$ cat config.mk
export PLATFORM = sky130hd
export DESIGN_NAME = signed_minmax_seq
export DESIGN_NICKNAME = d
export VERILOG_FILES = /design/src/rtl/signed_minmax_pkg.sv /design/src/rtl/signed_comparator.sv /design/src/rtl/signed_minmax_seq.sv
export SDC_FILE = /design/constraint.sdc
export NUM_CORES = 1
export LEC_CHECK = 0
export ABC_AREA = 1
export BUFFER_PORTS_ARGS = -buffer_cell sky130_fd_sc_hd__buf_4
export CAP_MARGIN = 30
export CORE_MARGIN = 3
export CORE_UTILIZATION = 40
export CTS_BUF_LIST = sky130_fd_sc_hd__clkbuf_8
export CTS_CLUSTER_DIAMETER = 200
export DETAILED_ROUTE_END_ITERATION = 7
export PLACE_DENSITY = 0.6
export SKIP_LAST_GASP = 1
export SYNTH_ARGS = -nofsm -noshare
export SYNTH_HDL_FRONTEND = slang
export SYNTH_SLANG_ARGS = --single-unit
$ cat constraint.sdc
create_clock -name clk -period 3.1 [get_ports clk]
set_input_delay 0.31 -clock clk [delete_from_list [all_inputs] [get_ports clk]]
set_output_delay 0.31 -clock clk [all_outputs]
set_load 0.01 [all_outputs]
$ cat src/rtl/signed_minmax_pkg.sv
// Shared types and defaults for the signed min/max frame sequencer.
//   minmax_state_t    : sequencer FSM states
//   DefaultSize       : default sample width (two's complement)
//   DefaultCountWidth : default width of sample counter and index outputs
package signed_minmax_pkg;

    localparam int unsigned DefaultSize       = 8;
    localparam int unsigned DefaultCountWidth = 8;

    typedef enum logic [2:0] {
        StIdle,
        StWait,
        StCmpMax,
        StCmpMin,
        StDone
    } minmax_state_t;

endpackage

$ cat src/rtl/signed_comparator.sv
// Combinational two's-complement comparator.
//   a, b         : signed operands, SIZE bits
//   is_a_greater : a > b (signed)
//   equal        : a == b
module signed_comparator #(
    parameter int unsigned SIZE = 8
) (
    input  logic [SIZE-1:0] a,
    input  logic [SIZE-1:0] b,
    output logic            is_a_greater,
    output logic            equal
);

    assign is_a_greater = $signed(a) > $signed(b);
    assign equal        = (a == b);

endmodule

$ cat src/rtl/signed_minmax_seq.sv
// Frame sequencer reporting the running signed max/min (and first-occurrence index) of a
// sample stream, time-sharing one comparator across a max compare and a min compare.
//   clk, rst           : clock, asynchronous active-high reset
//   start              : opens a frame (IDLE only)
//   in_valid/in_ready  : sample handshake; in_data sample, in_last marks final sample
//   out_valid/out_ready: result handshake; results held in DONE
//   max_val/min_val    : frame extremes; max_idx/min_idx their first indices
//   count              : samples accepted (saturating); busy: FSM not idle
module signed_minmax_seq
    import signed_minmax_pkg::*;
#(
    parameter int unsigned SIZE        = DefaultSize,
    parameter int unsigned COUNT_WIDTH = DefaultCountWidth
) (
    input  logic                   clk,
    input  logic                   rst,
    input  logic                   start,
    input  logic                   in_valid,
    output logic                   in_ready,
    input  logic [SIZE-1:0]        in_data,
    input  logic                   in_last,
    output logic                   out_valid,
    input  logic                   out_ready,
    output logic [SIZE-1:0]        max_val,
    output logic [SIZE-1:0]        min_val,
    output logic [COUNT_WIDTH-1:0] max_idx,
    output logic [COUNT_WIDTH-1:0] min_idx,
    output logic [COUNT_WIDTH-1:0] count,
    output logic                   busy
);

    localparam logic [COUNT_WIDTH-1:0] CountMax = '1;

    minmax_state_t          state_q, state_d;
    logic [SIZE-1:0]        hold_q, hold_d;
    logic                   hold_last_q, hold_last_d;
    logic [SIZE-1:0]        max_val_q, max_val_d;
    logic [SIZE-1:0]        min_val_q, min_val_d;
    logic [COUNT_WIDTH-1:0] max_idx_q, max_idx_d;
    logic [COUNT_WIDTH-1:0] min_idx_q, min_idx_d;
    logic [COUNT_WIDTH-1:0] count_q, count_d;

    logic [SIZE-1:0] cmp_a, cmp_b;
    logic            cmp_gt;
    logic            unused_equal;

    signed_comparator #(
        .SIZE(SIZE)
    ) cmp (
        .a           (cmp_a),
        .b           (cmp_b),
        .is_a_greater(cmp_gt),
        .equal       (unused_equal)
    );

    // Operand order flips between phases so that "a > b" means "hold is a new extreme"
    // in both; strict compare keeps the earliest index on ties.
    always_comb begin
        cmp_a = '0;
        cmp_b = '0;
        unique case (state_q)
            StCmpMax: begin
                cmp_a = hold_q;
                cmp_b = max_val_q;
            end
            StCmpMin: begin
                cmp_a = min_val_q;
                cmp_b = hold_q;
            end
            default: ;
        endcase
    end

    always_comb begin
        state_d     = state_q;
        hold_d      = hold_q;
        hold_last_d = hold_last_q;
        max_val_d   = max_val_q;
        min_val_d   = min_val_q;
        max_idx_d   = max_idx_q;
        min_idx_d   = min_idx_q;
        count_d     = count_q;

        unique case (state_q)
            StIdle: begin
                if (start) begin
                    max_val_d = '0;
                    min_val_d = '0;
                    max_idx_d = '0;
                    min_idx_d = '0;
                    count_d   = '0;
                    state_d   = StWait;
                end
            end
            StWait: begin
                if (in_valid) begin
                    if (count_q == '0) begin
                        max_val_d = in_data;
                        min_val_d = in_data;
                        max_idx_d = '0;
                        min_idx_d = '0;
                        count_d   = COUNT_WIDTH'(1);
                        state_d   = in_last ? StDone : StWait;
                    end else begin
                        hold_d      = in_data;
                        hold_last_d = in_last;
                        state_d     = StCmpMax;
                    end
                end
            end
            StCmpMax: begin
                if (cmp_gt) begin
                    max_val_d = hold_q;
                    max_idx_d = count_q;
                end
                state_d = StCmpMin;
            end
            StCmpMin: begin
                if (cmp_gt) begin
                    min_val_d = hold_q;
                    min_idx_d = count_q;
                end
                // Saturate so a long frame never wraps back to "first sample".
                if (count_q != CountMax) begin
                    count_d = count_q + COUNT_WIDTH'(1);
                end
                state_d = hold_last_q ? StDone : StWait;
            end
            StDone: begin
                if (out_ready) begin
                    state_d = StIdle;
                end
            end
            default: state_d = StIdle;
        endcase
    end

    always_ff @(posedge clk or posedge rst) begin
        if (rst) begin
            state_q     <= StIdle;
            hold_q      <= '0;
            hold_last_q <= 1'b0;
            max_val_q   <= '0;
            min_val_q   <= '0;
            max_idx_q   <= '0;
            min_idx_q   <= '0;
            count_q     <= '0;
        end else begin
            state_q     <= state_d;
            hold_q      <= hold_d;
            hold_last_q <= hold_last_d;
            max_val_q   <= max_val_d;
            min_val_q   <= min_val_d;
            max_idx_q   <= max_idx_d;
            min_idx_q   <= min_idx_d;
            count_q     <= count_d;
        end
    end

    assign in_ready  = (state_q == StWait);
    assign out_valid = (state_q == StDone);
    assign busy      = (state_q != StIdle);
    assign max_val   = max_val_q;
    assign min_val   = min_val_q;
    assign max_idx   = max_idx_q;
    assign min_idx   = min_idx_q;
    assign count     = count_q;

endmodule
Word level (Yosys, flattened, before mapping)
Index checks and enable logic that the tools add are counted.
{"block": "word_totals", "regBits": 52, "input_bits": 14, "wordCells": 57}
{"block": "op_classes", "n_addsub": 1, "magnitude_cmp": 1, "eq_ne": 12, "muxes": 24, "n_bitwise": 1, "reduce_logical": 10}
{"cell": "8-bit case mux with 3 select lines", "count": 5}
{"cell": "8-bit 2-to-1 mux", "count": 10}
{"cell": "8-bit case mux with 2 select lines", "count": 2}
{"cell": "3-bit 2-to-1 mux", "count": 6}
{"cell": "3-bit case mux with 5 select lines", "count": 1}
{"cell": "5-bit AND reduction", "count": 3}
{"cell": "3-bit nonzero test", "count": 3}
{"cell": "8-bit by 1-bit adder with 8-bit output, second input constant", "count": 1}
{"cell": "8-bit > comparator", "count": 1}
{"cell": "8-bit logical NOT", "count": 1}
{"cell": "2-bit by 1-bit != test with 1-bit output, second input constant", "count": 4}
{"cell": "8-bit != test, second input constant", "count": 1}
{"cell": "3-bit by 2-bit equality test with 1-bit output, second input constant", "count": 2}
{"cell": "2-bit != test, second input constant", "count": 3}
{"cell": "3-bit AND reduction", "count": 2}
{"cell": "3-bit by 1-bit equality test with 1-bit output, second input constant", "count": 1}
{"cell": "3-bit equality test, second input constant", "count": 1}
{"cell": "3-bit logical NOT", "count": 1}
{"cell": "1-bit inverter", "count": 1}

Logic depth before layout (Yosys ltp)
{"block": "depth", "depth_word": 5, "depth_mapped": 22, "ltp_nobuf": 19}

Cells and area by module
Synthesis repeated with hierarchy kept, for this count alone.
{"block": "hier_totals", "hier_cells": 419, "area_unflattened_um2": 3091.7}
{"module": "signed_minmax_seq", "n_inst": 1, "cells_each": 379, "area_each_um2": 2849.0, "seq_area_each_um2": 1301.2}
{"module": "signed_comparator", "n_inst": 1, "cells_each": 40, "area_each_um2": 242.7, "seq_area_each_um2": 0.0}

Worst setup path after synthesis
OpenSTA, ideal clock, no wires.
{"block": "synth_path", "kind": "reg-to-reg", "start": "register state_q[0]", "end": "register max_val_q[7], in the netlist max_val[7]", "setup_ps": 117, "arrival_ps": 2350, "required_time_ps": 2983, "path_slack_ps": 633, "path_stages_with_launch": 18, "n_path_buf": 2, "synth_period_minus_slack_ps": 2467, "path_cell_list": "dfrtp_1 inv_1 nand2_1 nor2_1 inv_1 clkbuf_1 o21ai_0 ha_1 a21o_1 nor2_1 nand2_1 nand2_1 nand3_1 nand2_2 nand2_4 buf_6 nand2_1 nand2_1"}
{"block": "synth_between", "elab_chain_len": 5, "elab_cells_between_ends": 14}
{"element": "from (decl)", "line": "signed_minmax_seq.sv:34", "text": "minmax_state_t state_q, state_d;"}
{"element": "from (signal assigned)", "line": "signed_minmax_seq.sv:140", "text": "state_q <= StIdle;"}
{"element": "from (signal assigned)", "line": "signed_minmax_seq.sv:149", "text": "state_q <= state_d;"}
{"element": "3-bit by 2-bit equality test with 1-bit output (on tied branches)", "line": "signed_minmax_seq.sv:61, signed_minmax_seq.sv:84"}
{"element": "8-bit case mux with 2 select lines", "line": "signed_minmax_seq.sv:61", "text": "unique case (state_q)"}
{"element": "8-bit > comparator", "line": "signed_comparator.sv:14", "text": "assign is_a_greater = $signed(a) > $signed(b);"}
{"element": "2-bit by 1-bit != test with 1-bit output (no source line)"}
{"element": "5-bit AND reduction (no source line)"}
{"element": "to (signal assigned)", "line": "signed_minmax_seq.sv:152", "text": "max_val_q <= max_val_d;"}
{"element": "to (decl)", "line": "signed_minmax_seq.sv:37", "text": "logic [SIZE-1:0] max_val_q, max_val_d;"}
Parallel ways exist; a longest one is shown, timed or not.
A chain may end at the register's enable or synchronous reset.

Worst setup path after layout
{"block": "layout_path", "start": "register state_q[2]", "end": "register max_idx_q[0], in the netlist max_idx[0]"}
{"block": "layout_between", "elab_chain_len": 5, "elab_cells_between_ends": 14}
{"element": "3-bit by 2-bit equality test with 1-bit output (on tied branches)", "line": "signed_minmax_seq.sv:61, signed_minmax_seq.sv:84"}
{"element": "8-bit case mux with 2 select lines", "line": "signed_minmax_seq.sv:61"}
{"element": "8-bit > comparator", "line": "signed_comparator.sv:14"}
{"element": "2-bit by 1-bit != test with 1-bit output (no source line)"}
{"element": "5-bit AND reduction (no source line)"}
{"element": "to (signal assigned)", "line": "signed_minmax_seq.sv:154", "text": "max_idx_q <= max_idx_d;"}
{"element": "to (decl)", "line": "signed_minmax_seq.sv:39", "text": "logic [COUNT_WIDTH-1:0] max_idx_q, max_idx_d;"}
Parallel ways exist; a longest one is shown, timed or not.

==> flow_metrics.py <==
metrics = {
    "synth": {
        "seq_area_frac_synth_pct": 43.0,
        "synth_area_um2": 3030,
        "synth_cell_types": 33,
        "synth_top_cell_by_area": "dfrtp_1",
        "yosysMostFrequentCell": "nand2_1",
        "synth_common_cells": "nand2_1, dfrtp_1, nand3_1",
        "yosysTopAreaCellShare_pct": 43.0,
        "postSynthNetCount": 409,
        "avgSynthCellArea_um2": 7.86,
        "synth_ff_type": "dfrtp_1",
        "ys_warn_count": 0,
        "synthArstFlopShare_pct": 100,
        "syn_inst": 385,
        "yosys-top-cells-area": "dfrtp_1, nand2_1, nand3_1",
        "synth_edf_count": 0,
        "ys_ff_latch": 52,
    },
    "sta": {
        "drv_slew": 0,
        "setup_viol": 0,
        "worst_clock_skew_ns": 0.00656,
        "fin_crit_ns": 2.72,
        "min_period_over_period_pct": 87.7,
        "grt_setup_unrepaired": "false",
        "finalHoldViolations": 0,
        "relSlewSlack_pct": 57.9,
        "fmax_ghz": 0.368,
        "final.setup.tns_ns": 0,
        "tightest_slew_ns": 0.630,
    },
    "pwr": {
        "p_total_mw": 3.46,
        "power.density_nw_per_um2": 949,
        "power_frac_seq_pct": 28.3,
        "p_int_mw": 1.75,
        "pwr-share-comb_pct": 57.2,
        "p_leak_nw": 1.88,
        "clkPwrFrac_pct": 14.5,
        "p_switching_mw": 1.71,
        "sw_frac_of_total_pct": 49.4,
        "max-vdd-ir-drop_mv": 0.683,
    },
    "global_route": {
        "grt_pass1_wl_um": 12800,
        "grt_max_degree": 32,
        "first_global_vias": 2601,
        "grt.met2_usage_pct": 29.9,
        "busiest_layer": "met2",
        "gr-usage-met3_pct": 2.33,
        "grt_overflow": 0,
        "grt_use_met1_pct": 25.8,
        "antenna_found_initial": 0,
        "grt.total_usage_pct": 18.3,
    },
    "critical_path": {
        "worst-path-max-fanout": 18,
        "crit_path_top_delay_cell": "dfrtp_1",
        "endpoint_kind": "register",
        "crit_path_cell_trace": "inv_2 -> nand2_4 -> nor2_4 -> a22oi_1 -> ha_1 -> a21o_1 -> nor2_1 -> nand2_1 -> nand2_1 -> nand3_1 -> nand2_2 -> buf_4 -> nand3_1 -> nand2_1",
        "arrival_ns": 2.97,
        "critPathLaunchType": "register",
        "ff2ff_path_depth": 14,
        "crit_type": "register to register",
        "worstPathRequired_ns": 3.35,
        "reg2reg_slack_ns": 0.38,
        "cp_top_family": "simple AND/OR/NAND/NOR gates",
        "critPathLaunch": "state_q[2]$_DFFE_PP0P_",
        "cp.depth": 14,
        "critPathMaxStageDelay_ns": 0.41,
        "critical_path_buf_inv_count": 2,
        "path_common_cell": "nand2_1",
        "r2r_end": "max_idx[0]$_DFFE_PP0P_",
        "crit_path_end": "max_idx[0]$_DFFE_PP0P_",
        "r2r_start": "state_q[2]$_DFFE_PP0P_",
    },
    "layout": {
        "area_growth_pct": 20.6,
        "antennaDiodeCount": 0,
        "layout-drive-gt1-share_pct": 22.8,
        "fin_nets": 462,
        "stdcell_area_um2": 3650,
    },
    "clock_tree": {
        "cts_inserted_buffers": 5,
        "cts_sinks": 52,
        "cts_resized": 0,
        "htree_levels": 2,
        "cts_setup_buffers": 0,
        "hold_buffers": 0,
        "clk_latency_ns": 0.31,
        "cts_root_buf": "clkbuf_8",
        "clk_pin_slew_worst_paths_ns": 0.10,
        "cts_tree": "built",
        "clk_path_buf_depth": 2,
    },
    "drt": {
        "vias_per_cell": 5.10,
        "drtAntennaViolNets": 0,
        "drt-initial-drc-count": 170,
        "vias": 2745,
        "wirelength_um": 7590,
        "wire_per_inst_um": 14.1,
        "drc": 0,
        "firstDrtPassIters": 4,
    },
    "worst_hold_path": {
        "hp-class": "input port to async pin",
    },
    "floorplan": {
        "coreArea_um2": 7290,
        "die_w_um": 93.0,
        "pin_count": 57,
        "die_h_um": 93.0,
        "die-area_um2": 8640,
        "initial_core_util_pct": 41.5,
        "row_count": 31,
    },
    "place": {
        "port_buffers": 56,
        "gp_congestion": 0.841,
        "placed_area_um2": 3530,
        "hpwl_um": 5610,
    },
    "run_status": {
        "status": "finished clean",
    },
    "flow_run": {
        "cap_violations": 0,
    },
}
-- worst reg2reg max path, stage by stage (launching register included) --
cell,delay (ns)
dfrtp_1,0.41
inv_2,0.10
nand2_4,0.07
nor2_4,0.38
a22oi_1,0.17
ha_1,0.37
a21o_1,0.22
nor2_1,0.14
nand2_1,0.07
nand2_1,0.05
nand3_1,0.11
nand2_2,0.17
buf_4,0.22
nand3_1,0.10
nand2_1,0.08
-- worst min-delay path by stage --
| stage | from | to | slack [ns] | cells past startpoint |
|---|---|---|---|---|
| final | rst | max_idx[2]$_DFFE_PP0P_ | 0.02 | 2 |
| after global routing | rst | max_idx[2]$_DFFE_PP0P_ | 0.05 | 2 |
| after CTS | rst | max_idx[2]$_DFFE_PP0P_ | 0.03 | 2 |
| after detailed placement | rst | max_idx[2]$_DFFE_PP0P_ | 0.37 | 2 |
| after global placement | max_idx[7]$_DFFE_PP0P_ | max_idx[7]$_DFFE_PP0P_ | 0.46 | 2 |
| after floorplan | in_last | hold_last_q$_DFFE_PP0P_ | 0.43 | 2 |
-- cells in the final DEF, fill, tap and decap left out, types with 2 or more instances in the layout --
| cell | instances |
|---|---|
| nand2_1 | 114 |
| buf_4 | 62 |
| dfrtp_1 | 52 |
| nand3_1 | 41 |
| inv_1 | 34 |
| nor2_1 | 24 |
| o21ai_0 | 21 |
| o22ai_1 | 16 |
| ha_1 | 10 |
| a22oi_1 | 8 |
| nor3_1 | 6 |
| o21ai_2 | 6 |
| clkbuf_8 | 6 |
| inv_2 | 5 |
| nand2_4 | 5 |
| a21oi_1 | 5 |
| nand4_1 | 3 |
| or2_2 | 3 |
| nor2_4 | 2 |
| nand2_2 | 2 |
| nor2_8 | 2 |
-- layer usage --
layer / up-vias / part of all wire, %
met4: 0 / 1.2
met3: 9 / 5.1
met2: 83 / 47
met1: 1288 / 46
met5: - / 0
li1: 1365 / -
-- power groups by stage --
stage	clock network [mW]	registers (mW)	logic [mW]
5_1_grt	0.546	1.00	2.23
6_report	0.502	0.980	1.98
3_3_place_gp	0	0.992	1.98
3_5_place_dp	0	0.996	1.99
2_1_floorplan	0	0.999	1.54
4_1_cts	0.512	0.981	2.00
-- metrics by stage --
step	setup slack, ns	cells	hold WS (ns)	util [%]
after floorplan	0.633	385	0.427	-
after global placement	0.473	529	0.456	48.1
final	0.382	538	0.0158	50.1
after detailed placement	0.408	530	0.369	48.4
after global routing	0.161	538	0.0482	50.1
after CTS	0.394	538	0.0290	50.1
-- logic make-up (layout without fill, tap and decap cells) --
group	Yosys count	count (layout)	synth area share, %
buffers and inverters	57	111	8.48
adders and majority gates	10	10	4.14
xor gates and xnor gates	1	1	0.290
DFF	52	52	43.0
AOI/OAI and AO/OA	59	59	12.0
and+or+nand+nor	206	206	32.1
-- sequential cells by signal, summed over array words and instances (netlist names) --
signal       count
min_val          8
max_val          8
hold_q           8
min_idx          8
max_idx          8
count            8
hold_last_q      1
state_q          3
-- final cells by class --
type | instances | area, um^2
fill | 761 | 3640
multi-input combinational | 276 | 1470
sequential | 52 | 1300
timing repair buffer | 63 | 485
inverter | 40 | 150
tap | 99 | 124
clock buffer | 6 | 82.6
clock inverter | 2 | 38.8
Power figures use the tool's default switching activity.
